## config.mk

```make
export PLATFORM = sky130hd
export DESIGN_NAME = seg_scan_capture
export DESIGN_NICKNAME = d
export VERILOG_FILES = /design/src/rtl/seg7_pkg.sv /design/src/rtl/seg7_to_bcd.sv /design/src/rtl/seg_scan_capture.sv
export SDC_FILE = /design/constraint.sdc
export NUM_CORES = 1
export LEC_CHECK = 0
export ABC_AREA = 1
export BUFFER_PORTS_ARGS = -buffer_cell sky130_fd_sc_hd__buf_2
export CORE_MARGIN = 4
export CORE_UTILIZATION = 53
export CTS_CLUSTER_DIAMETER = 120
export DETAILED_ROUTE_END_ITERATION = 7
export PLACE_DENSITY_LB_ADDON = 0.05
export SYNTH_ARGS = -nofsm -noshare
export SYNTH_HDL_FRONTEND = slang
export SYNTH_SLANG_ARGS = --single-unit
```

## constraint.sdc

```tcl
create_clock -name clk -period 5.93 [get_ports clk]
set_clock_uncertainty 0.15 [all_clocks]
set_input_delay 0.2965 -clock clk [delete_from_list [all_inputs] [get_ports clk]]
set_output_delay 0.2965 -clock clk [all_outputs]
set_load 0.05 [all_outputs]
```

## src/rtl/seg7_pkg.sv

```systemverilog
// Shared 7-segment constants (active-low, bit 6 = a ... bit 0 = g) and capture FSM states.
package seg7_pkg;

   localparam logic [6:0] SEG_0     = 7'b0000001;
   localparam logic [6:0] SEG_1     = 7'b1001111;
   localparam logic [6:0] SEG_2     = 7'b0010010;
   localparam logic [6:0] SEG_3     = 7'b0000110;
   localparam logic [6:0] SEG_4     = 7'b1001100;
   localparam logic [6:0] SEG_5     = 7'b0100100;
   localparam logic [6:0] SEG_6     = 7'b0100000;
   localparam logic [6:0] SEG_7     = 7'b0001111;
   localparam logic [6:0] SEG_8     = 7'b0000000;
   localparam logic [6:0] SEG_9     = 7'b0000100;
   localparam logic [6:0] SEG_BLANK = 7'b1111111;

   localparam logic [3:0] DIGIT_BLANK = 4'hF;

   typedef enum logic [1:0] {
      ST_IDLE,
      ST_SETTLING,
      ST_CAPTURED
   } cap_state_t;

   function automatic logic one_low(input logic [3:0] an);
      return ($countones(~an) == 1);
   endfunction

endpackage

```

## src/rtl/seg7_to_bcd.sv

```systemverilog
// Combinational decode of an active-low segment pattern back to a BCD digit.
module seg7_to_bcd (
   input  logic [6:0] i_seg,
   output logic [3:0] o_digit,
   output logic       o_valid
);
   import seg7_pkg::*;

   always_comb begin
      o_digit = DIGIT_BLANK;
      o_valid = 1'b1;
      case (i_seg)
         SEG_0:     o_digit = 4'd0;
         SEG_1:     o_digit = 4'd1;
         SEG_2:     o_digit = 4'd2;
         SEG_3:     o_digit = 4'd3;
         SEG_4:     o_digit = 4'd4;
         SEG_5:     o_digit = 4'd5;
         SEG_6:     o_digit = 4'd6;
         SEG_7:     o_digit = 4'd7;
         SEG_8:     o_digit = 4'd8;
         SEG_9:     o_digit = 4'd9;
         SEG_BLANK: o_digit = DIGIT_BLANK;
         default:   o_valid = 1'b0;
      endcase
   end

endmodule

```

## src/rtl/seg_scan_capture.sv

```systemverilog
// Monitors a scanned an/seg display: synchronises, waits for each slot to settle,
// decodes the digit once per dwell and tracks frame completion, errors and stalls.
module seg_scan_capture #(
   parameter int unsigned SETTLE_CYCLES  = 4,
   parameter int unsigned TIMEOUT_CYCLES = 64
) (
   input  logic       clk,
   input  logic       reset_n,
   input  logic [3:0] an,
   input  logic [6:0] seg,
   input  logic       clr_err,
   output logic [3:0] d0,
   output logic [3:0] d1,
   output logic [3:0] d2,
   output logic [3:0] d3,
   output logic [3:0] dig_valid,
   output logic       frame_done,
   output logic       err_seg,
   output logic       err_an,
   output logic       stale
);
   import seg7_pkg::*;

   localparam int unsigned SW = $clog2(SETTLE_CYCLES + 1);
   localparam int unsigned TW = $clog2(TIMEOUT_CYCLES + 1);

   logic [3:0]    r_an_s1, r_an_s2;
   logic [6:0]    r_seg_s1, r_seg_s2;
   logic [10:0]   r_prev;
   logic [SW-1:0] r_settle;
   logic [TW-1:0] r_to;
   cap_state_t    r_state, w_state_nxt;
   logic [3:0]    r_d [4];
   logic [3:0]    r_dig_valid, r_seen;
   logic          r_frame_done, r_err_seg, r_err_an, r_stale;

   logic          w_change, w_capture, w_one_low, w_seg_ok, w_valid_cap, w_timeout;
   logic [3:0]    w_digit, w_onehot, w_seen_nxt, w_valid_base;
   logic [1:0]    w_idx;

   seg7_to_bcd u_dec (
      .i_seg   (r_seg_s2),
      .o_digit (w_digit),
      .o_valid (w_seg_ok)
   );

   always_ff @(posedge clk or negedge reset_n) begin
      if (!reset_n) begin
         r_an_s1  <= 4'hF;
         r_an_s2  <= 4'hF;
         r_seg_s1 <= 7'h7F;
         r_seg_s2 <= 7'h7F;
         r_prev   <= {4'hF, 7'h7F};
      end else begin
         r_an_s1  <= an;
         r_an_s2  <= r_an_s1;
         r_seg_s1 <= seg;
         r_seg_s2 <= r_seg_s1;
         r_prev   <= {r_an_s2, r_seg_s2};
      end
   end

   assign w_change  = ({r_an_s2, r_seg_s2} != r_prev);
   assign w_one_low = one_low(r_an_s2);
   assign w_timeout = (r_to == TW'(TIMEOUT_CYCLES));

   always_ff @(posedge clk or negedge reset_n) begin
      if (!reset_n)                            r_settle <= '0;
      else if (w_change)                       r_settle <= '0;
      else if (r_settle != SW'(SETTLE_CYCLES)) r_settle <= r_settle + SW'(1);
   end

   always_ff @(posedge clk or negedge reset_n) begin
      if (!reset_n) r_state <= ST_IDLE;
      else          r_state <= w_state_nxt;
   end

   // Capture fires on the edge where the settle count reaches SETTLE_CYCLES-1,
   // so the decision is taken while it still reads SETTLE_CYCLES-2.
   always_comb begin
      w_state_nxt = r_state;
      w_capture   = 1'b0;
      if (w_change) begin
         w_state_nxt = (r_an_s2 == 4'hF) ? ST_IDLE : ST_SETTLING;
      end else if (r_state == ST_SETTLING && r_settle == SW'(SETTLE_CYCLES - 2)) begin
         w_state_nxt = ST_CAPTURED;
         w_capture   = 1'b1;
      end
   end

   always_comb begin
      w_idx = '0;
      for (int unsigned i = 0; i < 4; i++)
         if (!r_an_s2[i]) w_idx = 2'(i);
   end

   assign w_onehot     = 4'b0001 << w_idx;
   assign w_valid_cap  = w_capture && w_one_low && w_seg_ok;
   // A capture coinciding with the timeout starts a fresh frame rather than losing the slot.
   assign w_seen_nxt   = (w_timeout ? 4'b0000 : r_seen) | w_onehot;
   assign w_valid_base = w_timeout ? 4'b0000 : r_dig_valid;

   always_ff @(posedge clk or negedge reset_n) begin
      if (!reset_n) begin
         for (int unsigned i = 0; i < 4; i++) r_d[i] <= '0;
         r_dig_valid  <= '0;
         r_seen       <= '0;
         r_frame_done <= 1'b0;
         r_to         <= '0;
         r_stale      <= 1'b0;
      end else begin
         r_frame_done <= 1'b0;
         if (w_valid_cap) begin
            r_d[w_idx]  <= w_digit;
            r_dig_valid <= w_valid_base | w_onehot;
            r_to        <= '0;
            r_stale     <= 1'b0;
            if (&w_seen_nxt) begin
               r_frame_done <= 1'b1;
               r_seen       <= '0;
            end else begin
               r_seen <= w_seen_nxt;
            end
         end else if (w_timeout) begin
            r_stale     <= 1'b1;
            r_dig_valid <= '0;
            r_seen      <= '0;
         end else begin
            r_to <= r_to + TW'(1);
         end
      end
   end

   always_ff @(posedge clk or negedge reset_n) begin
      if (!reset_n) begin
         r_err_seg <= 1'b0;
         r_err_an  <= 1'b0;
      end else begin
         if (w_capture && w_one_low && !w_seg_ok) r_err_seg <= 1'b1;
         else if (clr_err)                        r_err_seg <= 1'b0;
         if (w_capture && !w_one_low)             r_err_an  <= 1'b1;
         else if (clr_err)                        r_err_an  <= 1'b0;
      end
   end

   assign d0         = r_d[0];
   assign d1         = r_d[1];
   assign d2         = r_d[2];
   assign d3         = r_d[3];
   assign dig_valid  = r_dig_valid;
   assign frame_done = r_frame_done;
   assign err_seg    = r_err_seg;
   assign err_an     = r_err_an;
   assign stale      = r_stale;

endmodule
```

==> results of run 1 <==
## cells in the final DEF (no fill, tap or decap), drive strengths merged, types with 4 or more instances in the layout
cell type / n
clkbuf: 9
nand2: 116
inv: 38
dfrtp: 40
clkinv: 4
ha: 8
nor3: 5
buf: 38
o21ai: 4
xnor2: 5
nand4: 5
dlygate4sd3: 12
nand3: 43
dfstp: 33
nor2: 42
## registers in the layout, indices dropped and copies added, names as in the netlist, 4 cells and up
register,cells
d1,4
r_to,7
r_an_s2,4
r_seen,4
r_an_s1,4
d2,4
dig_valid,4
r_seg_s2,7
r_seg_s1,7
r_prev,11
d3,4
d0,4
## worst reg2reg max path: stages, from the launching register on
cell,delay (ps)
dfstp_2,600
fa_1,430
inv_1,70
ha_1,140
ha_1,220
nor3_1,540
nand4_4,170
nor2_4,470
nand3_1,160
nand2_1,100
## synth_stat cells, drive strengths merged, types with 3 or more instances
master    n  area share
xnor2     5       0.013
nand4     5       0.014
xor2      3      0.0080
a21oi     3      0.0057
nand3    43       0.070
nor2     42       0.063
o21ai     4      0.0061
nor3      5      0.0092
dfstp    33        0.26
inv      37       0.042
nand2   116        0.14
ha        8       0.031
dfrtp    40        0.31
## final cells by class
class | count | area [sq um] | share of cell area
repair buffers | 50 | 313 | 0.0806
well taps | 75 | 93.8 | 0.0242
inverters | 37 | 139 | 0.0358
clock inverters | 7 | 93.8 | 0.0242
flip-flops and latches | 73 | 1870 | 0.482
multi-input cells | 243 | 1250 | 0.322
clock buffers | 9 | 124 | 0.0319
## power by group
part | switching, mW | internal, mW
Clock | 0.185 | 0.237
Sequential | 0.0108 | 0.519
Combinational | 0.0383 | 0.0219
Total | 0.234 | 0.777
## per-layer routing
metal  wire length [microns]  share of wire  global-route usage
met5                       0              0                   0
met4                     129          0.021              0.0921
met3                     225          0.036              0.0352
met2                    2780           0.45               0.282
met1                    3030           0.49               0.267
## path summary, 6_finish.rpt
check / from / slack, ps / to
setup / recovery: r_an_s2[1]$_DFF_PN1_ / 2820 / d3[2]$_DFFE_PN0P_
hold / removal: reset_n / -0.4 / r_settle[1]$_DFFE_PN0P_
setup reg to reg: r_an_s2[1]$_DFF_PN1_ / 2820 / d3[2]$_DFFE_PN0P_
hold reg to reg: r_seg_s1[6]$_DFF_PN1_ / 210 / r_seg_s2[6]$_DFF_PN1_
max in group asynchronous: reset_n / 5060 / d3[0]$_DFFE_PN0P_
min in group clk: r_seg_s1[6]$_DFF_PN1_ / 210 / r_seg_s2[6]$_DFF_PN1_
## logic make-up after synthesis
logic type	after synthesis	share of synthesized area
flops	73	0.569
compound gates	12	0.0221
buf+inv	40	0.0503
fa+ha+maj	9	0.0366
xor+xnor	8	0.0214
simple gates	214	0.300
==> run_results.csv, run 1 <==
group,metric,value,unit
setup_path,cpMaxStageDelayCell,"dfstp_2",
cts,postCtsHoldBufs,12,
setup_path,reg2reg_depth,9,
cts,cts_resized,0,
drt,num_vias,2455,
drt,drc_errors,0,
timing,slew_viol_final,0,
synth,synth_cell_types,32,
setup_path,cp.required,6060,ps
cells_and_area,antenna_cells,0,
power,p_total,1.01,mW
synth,synthArstFlopShare,1.00,
cts,insertion_delay,340,ps
cells_and_area,num-fill-cells,507,
die,floorplan.die.height,86.7,microns
placement,gp_congestion,0.852,
synth,syn_inst,356,
global_routing,grt_pass1_vias,2406,
global_routing,grt_pass1_wl,11000,microns
power,leakagePower,2.02,nW
setup_path,crit_chain,"fa_1 -> inv_1 -> ha_1 -> ha_1 -> nor3_1 -> nand4_4 -> nor2_4 -> nand3_1 -> nand2_1",
placement,placed_area,3540,sq um
timing,setup_violations,0,
drt,ant_nets,0,
cells_and_area,area_delta_synth_final,18.2,%
synth,yosys_warnings,0,
placement,placed_cells,466,
global_routing,grt_antenna_before_repair,0,
worst_hold_path,hp-class,"primary input to async pin",
die,die_w,86.7,microns
cts,tritoncts,"yes",
cts,clkSlewWorstSetupHoldPaths,80,ps
timing,timing.fmax,321,MHz
drt,detail_route.wl_per_cell,12.5,microns
cells_and_area,drive_above_1_share,0.270,
placement,port_buffers,37,
synth,ys_ff_latch,73,
cts,cts_setup_buffers,0,
setup_path,cp_num_cells,9,
cts,clk_path_buf_depth,2,
die,pin_count,38,
cts,cts_max_level,3,
cells_and_area,stdcell_count,494,
timing,setup_ws,2820,ps
synth,synthesis.area,3280,sq um
setup_path,worst_setup_path_end_kind,"flip-flop",
setup_path,cp_max_fo,25,
setup_path,cp_top_family,"simple AND/OR/NAND/NOR gates",
power,p_per_area,261,nW/um^2
timing,fin_crit,3110,ps
setup_path,cp_common_cell,"ha_1",
cells_and_area,finalInstanceArea,3880,sq um
synth,seq_area_frac_synth,0.569,
setup_path,crit_type,"flip-flop to flip-flop",
timing,period_share,0.525,
run_status,status,"complete, but fails checks",
setup_path,cp_num_buf_inv,1,
die,rows,28,
drt,routed_via_density,4.97,
cells_and_area,layout.nets,437,
setup_path,cpPeakStageDelay,600,ps
synth,synthFlopType,"dfrtp_1",
global_routing,grt_max_degree,74,
run_status,failed_checks,"negative hold slack",
timing,tightest_slew,877,ps
power,ir_worst_vdd,242,uV
setup_path,startpoint_type,"flip-flop",
die,die-area,7510,sq um
timing,grt_setup_unrepaired,"no",
cts,cts_buffers,9,
cts,clkSinkCount,73,
synth,avgSynthCellArea,9.22,sq um
synth,synth.net_count,379,
die,coreArea,5960,sq um
global_routing,grt_usage,0.189,
timing,hold-worst-slack,-0.409,ps
global_routing,overflow,0,
die,start_util,0.551,
cells_and_area,postLayoutCoreUtil,0.651,
synth,synth-edff-count,0,
timing,tns,0,ps
drt,dr.pass1.iters,4,
placement,post-dp-hpwl,4300,microns
timing,max_slew_margin,0.415,
flow_run,cap_violations,0,
drt,wirelength,6170,microns
drt,drt_iter0_markers,104,
placement,place_ws,2850,ps
cts,cts_root_buf,"clkbuf_8",
setup_path,cp.arrival,3240,ps
timing,final-hold-violation-count,1,
Note: power is estimated with default switching activity, not from simulation.
==> inputs of run 2 (changes only) <==
Settings changed: ABC_AREA 1 to 0.
Clock period 5.93 ns to 3.2 ns, I/O delays scaled along.
==> run_results.csv, run 2 <==
group,metric,value,unit
setup_path,cp.required,3330,ps
drt,dr.pass1.iters,4,
cells_and_area,area_delta_synth_final,19.7,%
die,rows,27,
timing,period_share,0.938,
timing,final-hold-violation-count,0,
setup_path,cpPeakStageDelay,550,ps
cells_and_area,layout.nets,354,
drt,detail_route.wl_per_cell,14.7,microns
timing,timing.fmax,333,MHz
setup_path,cp_common_cell,"ha_1",
placement,gp_congestion,0.751,
setup_path,reg2reg_depth,10,
setup_path,cp.arrival,3130,ps
setup_path,cp_num_buf_inv,2,
synth,synthArstFlopShare,1.00,
global_routing,grt_pass1_vias,2123,
drt,routed_via_density,5.15,
cells_and_area,regMostFlops,"r_prev",
die,floorplan.die.height,85.5,microns
cts,clkSinkCount,73,
placement,place_ws,-80.9,ps
run_status,status,"finished, final reports clean",
global_routing,grt_antenna_before_repair,0,
flow_run,cap_violations,0,
die,pin_count,38,
synth,synth-edff-count,0,
die,die-area,7300,sq um
timing,fin_crit,3000,ps
timing,tns,0,ps
die,coreArea,5680,sq um
drt,drc_errors,0,
synth,ys_ff_latch,73,
cells_and_area,multi_input_area,1180,sq um
timing,tightest_slew,681,ps
cells_and_area,drive_above_1_share,0.324,
setup_path,cp_num_cells,10,
cts,cts_root_buf,"clkbuf_8",
timing,setup_violations,0,
power,p_total,1.96,mW
placement,port_buffers,37,
cells_and_area,antenna_cells,0,
cells_and_area,finalInstanceArea,3810,sq um
global_routing,grt_max_degree,33,
power,leakagePower,1.75,nW
synth,synthTopCellsByArea,"dfrtp_1, dfstp_2, nand2_1",
timing,hold-worst-slack,147,ps
synth,synthesis.area,3180,sq um
power,ir_worst_vdd,459,uV
synth,yosys_warnings,0,
setup_path,startpoint_type,"flip-flop",
cts,clk_path_buf_depth,2,
timing,grt_setup_unrepaired,"no",
drt,ant_nets,0,
synth,synth.net_count,296,
global_routing,overflow,0,
global_routing,grt_usage,0.186,
cts,insertion_delay,350,ps
timing,setup_ws,199,ps
cells_and_area,num-fill-cells,441,
placement,post-dp-hpwl,4070,microns
die,start_util,0.560,
cells_and_area,final_cell_mix,"dfrtp_1, buf_2, nand2_1, dfstp_2, o21ai_0",
synth,avgSynthCellArea,11.6,sq um
synth,yosysMostFrequentCell,"dfrtp_1",
placement,placed_area,3420,sq um
drt,drt_iter0_markers,74,
setup_path,cpMaxStageDelayCell,"fa_1",
setup_path,cp_top_family,"simple AND/OR/NAND/NOR gates",
cells_and_area,final_common_cell,"dfrtp_1",
cells_and_area,largest_reg_flops,11,
setup_path,crit_chain,"fa_1 -> inv_1 -> ha_1 -> ha_1 -> nor3b_2 -> nand2_1 -> or4_1 -> nor2_2 -> buf_4 -> and2_1",
global_routing,grt_pass1_wl,10400,microns
cts,cts_max_level,3,
drt,num_vias,2102,
cells_and_area,seqCellArea,1870,sq um
drt,wirelength,6020,microns
timing,slew_viol_final,0,
setup_path,crit_type,"flip-flop to flip-flop",
setup_path,worst_setup_path_end_kind,"flip-flop",
synth,seq_area_frac_synth,0.588,
synth,synthFlopType,"dfrtp_1",
timing,max_slew_margin,0.542,
synth,syn_inst,273,
synth,yosysTopAreaCell,"dfrtp_1",
cts,clkSlewWorstSetupHoldPaths,80,ps
synth,synth_cell_types,51,
power,p_per_area,515,nW/um^2
synth,synth_commonest_cells,"dfrtp_1, nand2_1, dfstp_2",
synth,netlist.area_leader.share,0.315,
setup_path,cp_max_fo,12,
cts,cts_buffers,9,
die,die_w,85.5,microns
worst_hold_path,hp-class,"primary input to async pin",
cts,tritoncts,"yes",
## run 2: cell types whose count changed in the layout (fill, tap and decap cells not counted), sizes merged, moves of 5 or more
cell	change
xnor2	+11
o21ai	+19
inv	-24
o211ai	+5
a21oi	+7
nand3	-35
nor2	-23
buf	+7
nand2	-80
## run 2: cell families after synthesis
family | Yosys count | synth area share
adder cells (fa/ha/maj) | 9 | 0.0378
buffers and inverters | 24 | 0.0425
multiplexers | 1 | 0.00354
AO/OA/AOI/OAI | 51 | 0.116
AND/OR/NAND/NOR | 96 | 0.157
flip-flops | 73 | 0.588
XOR/XNOR | 19 | 0.0547
## run 2: metal layers
metal,vias up,share of wire,GRT usage
met1,1000,0.49,0.265
li1,1055,-,-
met4,0,0.014,0.0561
met5,-,0,0
met2,41,0.46,0.269
met3,6,0.041,0.0621
## run 2: cell type report
class	count	share of cell area
Clock buffer	10	0.0335
Clock inverter	6	0.0302
Inverter	13	0.0128
Multi-Input combinational cell	176	0.310
Sequential cell	73	0.491
Tap cell	72	0.0237
Timing Repair Buffer	58	0.0986
## run 2: timing repair
item,in CTS,in global routing
hold endpoints to repair,32,0
resized for setup,0,1
endpoints found under the setup margin,12,22
pin swaps,1,1
buffers inserted,0,1
hold buffers,13,0
## run 2: metrics by stage
stage,std cells,util
after floorplan,273,-
after global placement,378,0.603
after detailed placement,378,0.603
after CTS,407,0.668
after global routing,408,0.671
final,408,0.671
## run 2: final timing paths
| kind | slack, ps | startpoint | to |
|---|---|---|---|
| setup reg to reg | 200 | r_an_s2[0]$_DFF_PN1_ | frame_done$_DFF_PN0_ |
| hold / removal | 150 | reset_n | d0[0]$_DFFE_PN0P_ |
| min in group clk | 200 | r_seg_s1[5]$_DFF_PN1_ | r_seg_s2[5]$_DFF_PN1_ |
| hold reg to reg | 200 | r_seg_s1[5]$_DFF_PN1_ | r_seg_s2[5]$_DFF_PN1_ |
| setup / recovery | 200 | r_an_s2[0]$_DFF_PN1_ | frame_done$_DFF_PN0_ |
| max in group asynchronous | 1950 | reset_n | r_an_s1[2]$_DFF_PN1_ |
## run 2: power breakdown
part,internal [mW],switching (mW),total (mW)
Sequential,0.961,0.0250,0.986
Clock,0.522,0.344,0.866
Combinational,0.0502,0.0568,0.107
Total,1.53,0.426,1.96
## run 2: worst reg2reg max path: stages, from the launching register on
cell and delay [ps]:
dfstp_2 410, fa_1 550, inv_1 50, ha_1 170
ha_1 280, nor3b_2 210, nand2_1 120, or4_1 540
nor2_2 100, buf_4 200, and2_1 160
==> inputs of run 3 (changes only) <==
Settings changed: CORE_UTILIZATION 53 to 25.
==> run_results.csv, run 3 (synthesized netlist as in run 2, its figures left out) <==
group,metric,value,unit
run_status,status,"finished, final reports clean",
power,leakagePower,1.79,nW
placement,gp_congestion,0.717,
die,die_w,121,microns
drt,num_vias,2120,
setup_path,cp.arrival,3110,ps
placement,post-dp-hpwl,4630,microns
global_routing,overflow,0,
drt,drc_errors,0,
global_routing,grt_max_degree,74,
timing,max_slew_margin,0.380,
cells_and_area,antenna_cells,0,
global_routing,grt_usage,0.108,
drt,wirelength,7140,microns
worst_hold_path,hold_depth,0,
timing,tightest_slew,931,ps
worst_hold_path,hp-class,"flip-flop to flip-flop",
drt,detail_route.wl_per_cell,14.2,microns
power,p_per_area,549,nW/um^2
flow_run,cap_violations,0,
cts,clkSlewWorstSetupHoldPaths,60,ps
drt,dr.pass1.iters,4,
timing,setup_violations,0,
cells_and_area,regMostFlops,"r_prev",
cts,cts_root_buf,"clkbuf_16",
placement,placed_cells,475,
setup_path,crit_type,"flip-flop to flip-flop",
drt,routed_via_density,4.21,
setup_path,startpoint_type,"flip-flop",
setup_path,cp.required,3320,ps
setup_path,cp_max_fo,10,
die,start_util,0.260,
timing,final-hold-violation-count,0,
cells_and_area,stdcell_count,504,
timing,fin_crit,2980,ps
cells_and_area,final_common_cell,"dfrtp_1",
die,floorplan.die.height,121,microns
cells_and_area,area_delta_synth_final,27.0,%
power,ir_worst_vdd,276,uV
die,die-area,14600,sq um
global_routing,grt_pass1_wl,11900,microns
timing,timing.fmax,335,MHz
setup_path,reg2reg_depth,11,
cts,cts_max_level,3,
cells_and_area,largest_reg_flops,11,
timing,grt_setup_unrepaired,"no",
cts,clkSinkCount,73,
die,coreArea,12200,sq um
global_routing,grt_antenna_before_repair,0,
cts,tritoncts,"yes",
placement,port_buffers,37,
timing,tns,0,ps
global_routing,grt_pass1_vias,2253,
timing,period_share,0.933,
cells_and_area,layout.nets,354,
die,rows,40,
cts,cts_buffers,9,
cts,insertion_delay,340,ps
drt,ant_nets,0,
cells_and_area,num-fill-cells,1282,
cells_and_area,drive_above_1_share,0.321,
cts,clk_path_buf_depth,2,
placement,placed_area,3550,sq um
drt,drt_iter0_markers,79,
cells_and_area,final_cell_mix,"dfrtp_1, nand2_1, buf_2, dfstp_2, o21ai_0",
die,pin_count,38,
timing,hold-worst-slack,204,ps
cells_and_area,finalInstanceArea,4040,sq um
setup_path,worst_setup_path_end_kind,"flip-flop",
cts,cts_setup_buffers,0,
timing,slew_viol_final,0,
## run 3: cell types whose count changed in the layout (fill, tap and decap cells not counted), moves of 2 or more
cell and change:
o211ai_2 -2, clkbuf_16 +9, clkbuf_8 -6, o211ai_4 +2
## run 3: per-layer routing
layer	routed length [microns]	track usage
met1	3590	0.145
met4	109	0.0361
met5	0	0
met3	321	0.0472
met2	3120	0.154
## run 3: final timing paths
check	start	slack, ps	endpoint
min in group asynchronous	reset_n	370	r_settle[0]$_DFFE_PN0P_
setup / recovery	r_an_s2[0]$_DFF_PN1_	220	r_seen[2]$_DFF_PN0_
max in group asynchronous	reset_n	1930	r_to[6]$_DFFE_PN0P_
hold / removal	r_seg_s1[3]$_DFF_PN1_	200	r_seg_s2[3]$_DFF_PN1_
hold reg to reg	r_seg_s1[3]$_DFF_PN1_	200	r_seg_s2[3]$_DFF_PN1_
setup reg to reg	r_an_s2[0]$_DFF_PN1_	220	r_seen[2]$_DFF_PN0_
## run 3: per-stage QoR
| step | setup WS (ps) | util | power, mW |
|---|---|---|---|
| global placement | 167 | 0.291 | 1.10 |
| CTS | 49.9 | 0.329 | 2.27 |
| floorplan | 225 | - | 1.05 |
| finish | 216 | 0.331 | 2.22 |
| global route | 49.7 | 0.331 | 2.31 |
| detailed placement | 77.3 | 0.291 | 1.10 |
## run 3: final cells by class
| cell class | instances | area, sq um | share of cell area |
|---|---|---|---|
| Multi-Input combinational cell | 176 | 1200 | 0.297 |
| Timing Repair Buffer | 58 | 378 | 0.0936 |
| Clock inverter | 2 | 60.1 | 0.0149 |
| Sequential cell | 73 | 1870 | 0.463 |
| Inverter | 13 | 48.8 | 0.0121 |
| Clock buffer | 14 | 274 | 0.0679 |
| Tap cell | 168 | 210 | 0.0521 |
## run 3: power breakdown
part	total, mW	internal (mW)	leakage, nW	switching (mW)
clock network	1.12	0.747	0.163	0.373
registers	0.989	0.963	0.887	0.0257
logic	0.108	0.0489	0.736	0.0588
total	2.22	1.76	1.79	0.457
## run 3: worst max-delay path: stages (launching register included)
cell and delay, ps:
dfstp_2 390, fa_1 530, inv_1 40, ha_1 170, ha_1 280, nor3b_2 200, nand2_1 130, nor4_4 280
buf_4 210, o2111ai_4 230, a21boi_1 210, a21oi_2 90
## run 3: timing repair
action	4_1_cts	5_1_grt
hold endpoints to repair	53	0
hold buffers	13	0
gates resized for setup	0	3
endpoints found under the setup margin	0	14
